==> config.mk <==
export PLATFORM = sky130hd
export DESIGN_NAME = src_feeder
export DESIGN_NICKNAME = d
export VERILOG_FILES = /design/src/rtl/tiny_dnn_pkg.sv /design/src/rtl/loop1.sv /design/src/rtl/src_queue.sv /design/src/rtl/src_feeder.sv
export SDC_FILE = /design/constraint.sdc
export NUM_CORES = 1
export LEC_CHECK = 0
export BUFFER_PORTS_ARGS = -buffer_cell sky130_fd_sc_hd__buf_4
export CORE_MARGIN = 2
export CORE_UTILIZATION = 25
export DETAILED_ROUTE_END_ITERATION = 10
export MAX_ROUTING_LAYER = met4
export PLACE_DENSITY_LB_ADDON = 0.05
export SETUP_SLACK_MARGIN = 0.02
export SLEW_MARGIN = 20
export SYNTH_ARGS = -nofsm -noshare
export SYNTH_HDL_FRONTEND = slang
export SYNTH_HIERARCHICAL = 1
export SYNTH_SLANG_ARGS = --single-unit
==> constraint.sdc <==
create_clock -name clk -period 9 [get_ports clk]
set_clock_uncertainty 0.2 [all_clocks]
set_input_delay 0.45 -clock clk [delete_from_list [all_inputs] [get_ports clk]]
set_output_delay 0.45 -clock clk [all_outputs]
set_load 0.02 [all_outputs]
==> src/rtl/tiny_dnn_pkg.sv <==
// Shared types for the tiny_dnn streaming blocks: sample word, source queue depth,
// and the source feeder state encoding.
package tiny_dnn_pkg;
  localparam int SAMPLE_W   = 32;
  localparam int SRCQ_DEPTH = 2;

  typedef logic [SAMPLE_W-1:0] sample_t;

  typedef enum logic [1:0] {
    FEED_IDLE  = 2'd0,
    FEED_RUN   = 2'd1,
    FEED_DRAIN = 2'd2
  } feed_state_t;
endpackage

==> src/rtl/loop1.sv <==
// Wrapping index counter: counts 0..max, clears on clr. at_max is combinational from the
// current count, so a caller can detect the wrapping increment in the same cycle.
module loop1 #(
  parameter int W = 12
) (
  input  logic         clk,
  input  logic         rst_n,
  input  logic         clr,
  input  logic         inc,
  input  logic [W-1:0] max,
  output logic         at_max
);
  logic [W-1:0] cnt_q, cnt_d;

  always_comb begin
    at_max = (cnt_q == max);
    cnt_d  = cnt_q;
    if (clr) begin
      cnt_d = '0;
    end else if (inc) begin
      cnt_d = at_max ? '0 : cnt_q + W'(1);
    end
  end

  always_ff @(posedge clk or negedge rst_n) begin
    if (!rst_n) cnt_q <= '0;
    else        cnt_q <= cnt_d;
  end
endmodule

==> src/rtl/src_queue.sv <==
// Two-entry synchronous FIFO; push lands next cycle, head is a registered entry.
// Caller must not push when full; simultaneous push and pop keeps the count.
module src_queue
  import tiny_dnn_pkg::*;
#(
  parameter int W = 33
) (
  input  logic         clk,
  input  logic         rst_n,
  input  logic         push,
  input  logic [W-1:0] push_dat,
  input  logic         pop,
  output logic         full,
  output logic         empty,
  output logic [W-1:0] head_dat
);
  localparam logic [1:0] DEPTH = 2'(SRCQ_DEPTH);

  logic [W-1:0] ent0_q, ent0_d, ent1_q, ent1_d;
  logic         wr_q, wr_d, rd_q, rd_d;
  logic [1:0]   cnt_q, cnt_d;

  always_comb begin
    ent0_d = ent0_q;
    ent1_d = ent1_q;
    wr_d   = wr_q;
    rd_d   = rd_q;
    if (push) begin
      if (wr_q) ent1_d = push_dat;
      else      ent0_d = push_dat;
      wr_d = ~wr_q;
    end
    if (pop) rd_d = ~rd_q;
    cnt_d    = cnt_q + {1'b0, push} - {1'b0, pop};
    full     = (cnt_q == DEPTH);
    empty    = (cnt_q == 2'd0);
    head_dat = rd_q ? ent1_q : ent0_q;
  end

  always_ff @(posedge clk or negedge rst_n) begin
    if (!rst_n) begin
      ent0_q <= '0;
      ent1_q <= '0;
      wr_q   <= 1'b0;
      rd_q   <= 1'b0;
      cnt_q  <= '0;
    end else begin
      ent0_q <= ent0_d;
      ent1_q <= ent1_d;
      wr_q   <= wr_d;
      rd_q   <= rd_d;
      cnt_q  <= cnt_d;
    end
  end
endmodule

==> src/rtl/src_feeder.sv <==
// Reads (nb+1) batches of (ss+1) words from a 1-cycle-latency buffer and streams them with
// src_last per batch; first word is visible 2 cycles after start, reads stop once 2 words are owed.
module src_feeder
  import tiny_dnn_pkg::*;
#(
  parameter int DW = SAMPLE_W,
  parameter int AW = 16
) (
  input  logic          clk,
  input  logic          rst_n,
  input  logic          start,
  input  logic [AW-1:0] base,
  input  logic [11:0]   ss,
  input  logic [11:0]   nb,
  output logic          mem_re,
  output logic [AW-1:0] mem_a,
  input  logic [DW-1:0] mem_d,
  output logic          src_valid,
  output logic [DW-1:0] src_data,
  output logic          src_last,
  input  logic          src_ready,
  output logic          busy,
  output logic          done
);
  feed_state_t   state_q, state_d;
  logic [11:0]   ss_q, ss_d, nb_q, nb_d;
  logic [AW-1:0] ra_q, ra_d;
  logic          inflight_q, inflight_d;
  logic          infl_last_q, infl_last_d;
  logic          done_q, done_d;

  logic          start_acc, issue, pop, q_push, q_pop, q_full, q_empty;
  logic          wi_at_max, bi_at_max;
  logic [1:0]    occ;
  logic [2:0]    credit;
  logic [DW:0]   q_head;

  src_queue #(.W(DW + 1)) u_queue (
    .clk      (clk),
    .rst_n    (rst_n),
    .push     (q_push),
    .push_dat ({infl_last_q, mem_d}),
    .pop      (q_pop),
    .full     (q_full),
    .empty    (q_empty),
    .head_dat (q_head)
  );

  loop1 #(.W(12)) u_wi (
    .clk    (clk),
    .rst_n  (rst_n),
    .clr    (start_acc),
    .inc    (issue),
    .max    (ss_q),
    .at_max (wi_at_max)
  );

  loop1 #(.W(12)) u_bi (
    .clk    (clk),
    .rst_n  (rst_n),
    .clr    (start_acc),
    .inc    (issue & wi_at_max),
    .max    (nb_q),
    .at_max (bi_at_max)
  );

  // The returning read counts as queued: it is shown directly when the queue is empty,
  // and is only written into the queue if it is not taken this cycle.
  always_comb begin
    occ       = q_full ? 2'd2 : (q_empty ? 2'd0 : 2'd1);
    src_valid = ~q_empty | inflight_q;
    pop       = src_valid & src_ready;
    credit    = {1'b0, occ} + {2'b0, inflight_q} - {2'b0, pop};
    start_acc = (state_q == FEED_IDLE) & start;
    issue     = (state_q == FEED_RUN) & (credit < 3'd2);
    q_pop     = pop & ~q_empty;
    q_push    = inflight_q & ~(q_empty & pop);
    mem_re    = issue;
    mem_a     = issue ? ra_q : '0;
    if (q_empty) {src_last, src_data} = inflight_q ? {infl_last_q, mem_d} : '0;
    else         {src_last, src_data} = q_head;
    busy      = (state_q != FEED_IDLE);
    done      = done_q;
  end

  always_comb begin
    state_d     = state_q;
    ss_d        = ss_q;
    nb_d        = nb_q;
    ra_d        = ra_q;
    done_d      = 1'b0;
    inflight_d  = issue;
    infl_last_d = issue & wi_at_max;
    case (state_q)
      FEED_IDLE: begin
        if (start) begin
          ss_d    = ss;
          nb_d    = nb;
          ra_d    = base;
          state_d = FEED_RUN;
        end
      end
      FEED_RUN: begin
        if (issue) begin
          ra_d = ra_q + AW'(1);
          if (wi_at_max & bi_at_max) state_d = FEED_DRAIN;
        end
      end
      FEED_DRAIN: begin
        if (credit == 3'd0) begin
          done_d  = 1'b1;
          state_d = FEED_IDLE;
        end
      end
      default: state_d = FEED_IDLE;
    endcase
  end

  always_ff @(posedge clk or negedge rst_n) begin
    if (!rst_n) begin
      state_q     <= FEED_IDLE;
      ss_q        <= '0;
      nb_q        <= '0;
      ra_q        <= '0;
      inflight_q  <= 1'b0;
      infl_last_q <= 1'b0;
      done_q      <= 1'b0;
    end else begin
      state_q     <= state_d;
      ss_q        <= ss_d;
      nb_q        <= nb_d;
      ra_q        <= ra_d;
      inflight_q  <= inflight_d;
      infl_last_q <= infl_last_d;
      done_q      <= done_d;
    end
  end
endmodule

==> out/results.tsv <==
metric	value	unit
maxSlewHeadroom	0.338	
grt_pass1_wl	33.9	mm
initial_core_util	0.254	
p_sw	1.69	mW
die_area	32500	sq um
synth_fp_nets	852	
htreeDepth	4	
crit_path_start_kind	flop	
post-route-cell-area	9660	sq um
die_w	180	microns
cts_sinks	139	
synth-edff-count	0	
dpl-instance-area	8990	sq um
ioPinCount	129	
grt_max_degree	83	
avgViaCountPerCell	4.61	
vdd_drop_max	168	uV
p_int	2.23	mW
syn_to_final_growth	24.4	%
period_needed	4.20	ns
drt-initial-drc-count	346	
async_flop_share	1.00	
ys_warn_count	6	
syn_area_per_cell	10.1	sq um
cp_max_fo	16	
antenna_found_initial	0	
r2r_start	u_queue/cnt_q[1]	
cp.required	9.14	ns
slew_violations	0	
cts_resized	0	
p_sw_frac	0.431	
synth_area	7770	sq um
cts_tree	built	
grt.total_usage	0.134	
path_common_cell	ha_1	
p_clk_frac	0.175	
max_freq	238	MHz
diodes	0	
numCtsBuffers	17	
clk_pin_slew	0.06	ns
outcome	finished clean	
crit_chain	nor2b_1, or2_2, ha_1, inv_1, ha_1, fa_1, nor3_4, and2_1, clkinv_1, or4b_1, a21oi_1	
grt_pass1_vias	6304	
power_density	405	nW/um^2
cap_violations	0	
worstHoldStart	ss[4]	
criticalPathCategory	reg -> reg	
clockRootBuffer	clkbuf_16	
pwr-share-comb	0.542	
crit_buf_inv	2	
finalCritPeriodShare	0.467	
seq_power_share	0.283	
critical_path.top_delay_family	simple AND/OR/NAND/NOR gates	
globalRouteOverflowTotal	0	
vias	5957	
critical_path.max_stage_delay	0.61	ns
dpl.hpwl	13.6	mm
power	3.92	mW
yosysSeqAreaShare	0.448	
fill_cells	3223	
setup_viol	0	
fp.coreArea	30600	sq um
hold_class	in -> reg	
synth_seq_cells	139	
p_leak	4.45	nW
std_cell_rows	64	
fin_util	0.316	
synth_top_flop_cell	dfrtp_1	
end_kind	flop	
insertion_delay	0.42	ns
drt-total-wl	20.8	mm
die_h	180	microns
worst_slew_pin_slew	0.989	ns
drive_gt1_frac	0.327	
crit_slowest_cell	fa_1	
gp_congestion	0.790	
synth_cell_types	66	
postRouteAntennaNets	0	
layout.nets	968	
crit_arrival	4.34	ns
startpoint	u_queue/cnt_q[1]	
drc_errors	0	
tns	0	ns
synthCells	768	
dr.pass1.iters	4	
io_buffers	128	
grt_setup_unrepaired	false	
wl_per_cell	16.1	microns
cts_max_path_buffers	2	
hold_violations	0	
-- placed cells by master (no fill, tap or decap), types with 9 or more instances in the layout --
master	n
nand2_1	127
nand4_1	14
xor2_1	28
nor4_1	12
dlygate4sd3_1	10
clkbuf_16	17
mux2_2	69
buf_4	136
and2_1	18
a31oi_1	9
inv_1	41
nand3_1	18
mux2_4	30
o21ai_0	53
a21oi_1	24
nor2_1	17
dfrtp_1	139
-- cell families after synthesis --
kind of cell | share of synthesized area
adder cells (fa/ha/maj) | 0.0138
buffers and inverters | 0.0631
AO/OA/AOI/OAI | 0.0995
XOR/XNOR | 0.0359
AND/OR/NAND/NOR | 0.176
flip-flops | 0.448
multiplexers | 0.164
-- per-stage QoR --
stage / std cells / worst slack (ns) / hold slack [ns]
detailed placement: 1251 / 4.76 / 0.287
global route: 1293 / 4.54 / 0.00186
floorplan: 768 / 4.91 / -0.0456
global placement: 1251 / 4.87 / 0.281
CTS: 1293 / 4.77 / 0.000101
finish: 1293 / 4.80 / 0.0205
-- tightest hold or removal path: stages --
cell	delay (ns)
buf_4	0.07
nand2_1	0.04
nand2_1	0.05
-- area by class of cell --
class / instances / area (sq um) / area share
Inverter: 44 / 165 / 0.0171
Tap cell: 396 / 495 / 0.0513
Multi-Input combinational cell: 535 / 3820 / 0.395
Clock buffer: 17 / 425 / 0.0440
Clock inverter: 15 / 150 / 0.0155
Sequential cell: 139 / 3480 / 0.360
Timing Repair Buffer: 147 / 1130 / 0.117
-- metal layers --
layer  part of all wire  routed length [microns]  vias up  GRT usage
met2               0.48                     9960      115      0.214
met3              0.038                      782       11     0.0297
met5                  0                        0        -          -
met4             0.0084                      174        0     0.0335
met1               0.47                     9860     2943      0.174
li1                   -                        -     2888          -
-- cell usage after synthesis, types with 14 or more instances --
cell type	instances	share of area
dfrtp_1	139	0.45
nand2_1	127	0.061
mux2_2	69	0.10
o21ai_0	53	0.034
inv_1	41	0.020
mux2_4	30	0.058
xor2_1	28	0.032
a21oi_1	24	0.015
and2_1	18	0.014
buf_2	18	0.012
nand3_1	18	0.012
nor2_1	18	0.0087
clkbuf_1	16	0.0077
nand4_1	14	0.011
-- final timing paths --
check                      depth (start not counted)                 to  slack, ns
min in group asynchronous                          2  u_queue/ent0_q[6]       0.47
hold / removal                                     3            ss_q[4]       0.02
hold reg to reg                                    2            nb_q[5]       0.29
max in group asynchronous                          3      u_wi/cnt_q[7]       6.82
setup / recovery                                  11     u_bi/cnt_q[11]       4.80
setup reg to reg                                  11     u_bi/cnt_q[11]       4.80
-- flip-flops by register name, indices dropped and copies added, names as in the netlist, 2 cells and up --
name	count
nb_q	12
ra_q	16
ss_q	12
state_q	2
u_bi/cnt_q	12
u_queue/cnt_q	2
u_queue/ent0_q	33
u_queue/ent1_q	33
u_wi/cnt_q	12
-- repair_timing --
action | CTS | global route
hold endpoints to repair | 90 | 0
hold buffers | 10 | 0
setup endpoints to repair | 0 | 0
buffers inserted | 0 | 0
-- power by group through the flow --
stage / logic (mW) / registers [mW] / clock network (mW)
after global placement: 2.13 / 1.11 / 0
after global routing: 2.34 / 1.15 / 0.745
after detailed placement: 2.15 / 1.12 / 0
after CTS: 2.17 / 1.11 / 0.715
after floorplan: 1.54 / 1.04 / 0
final: 2.12 / 1.11 / 0.686
Note: power is estimated with default switching activity, not from simulation.
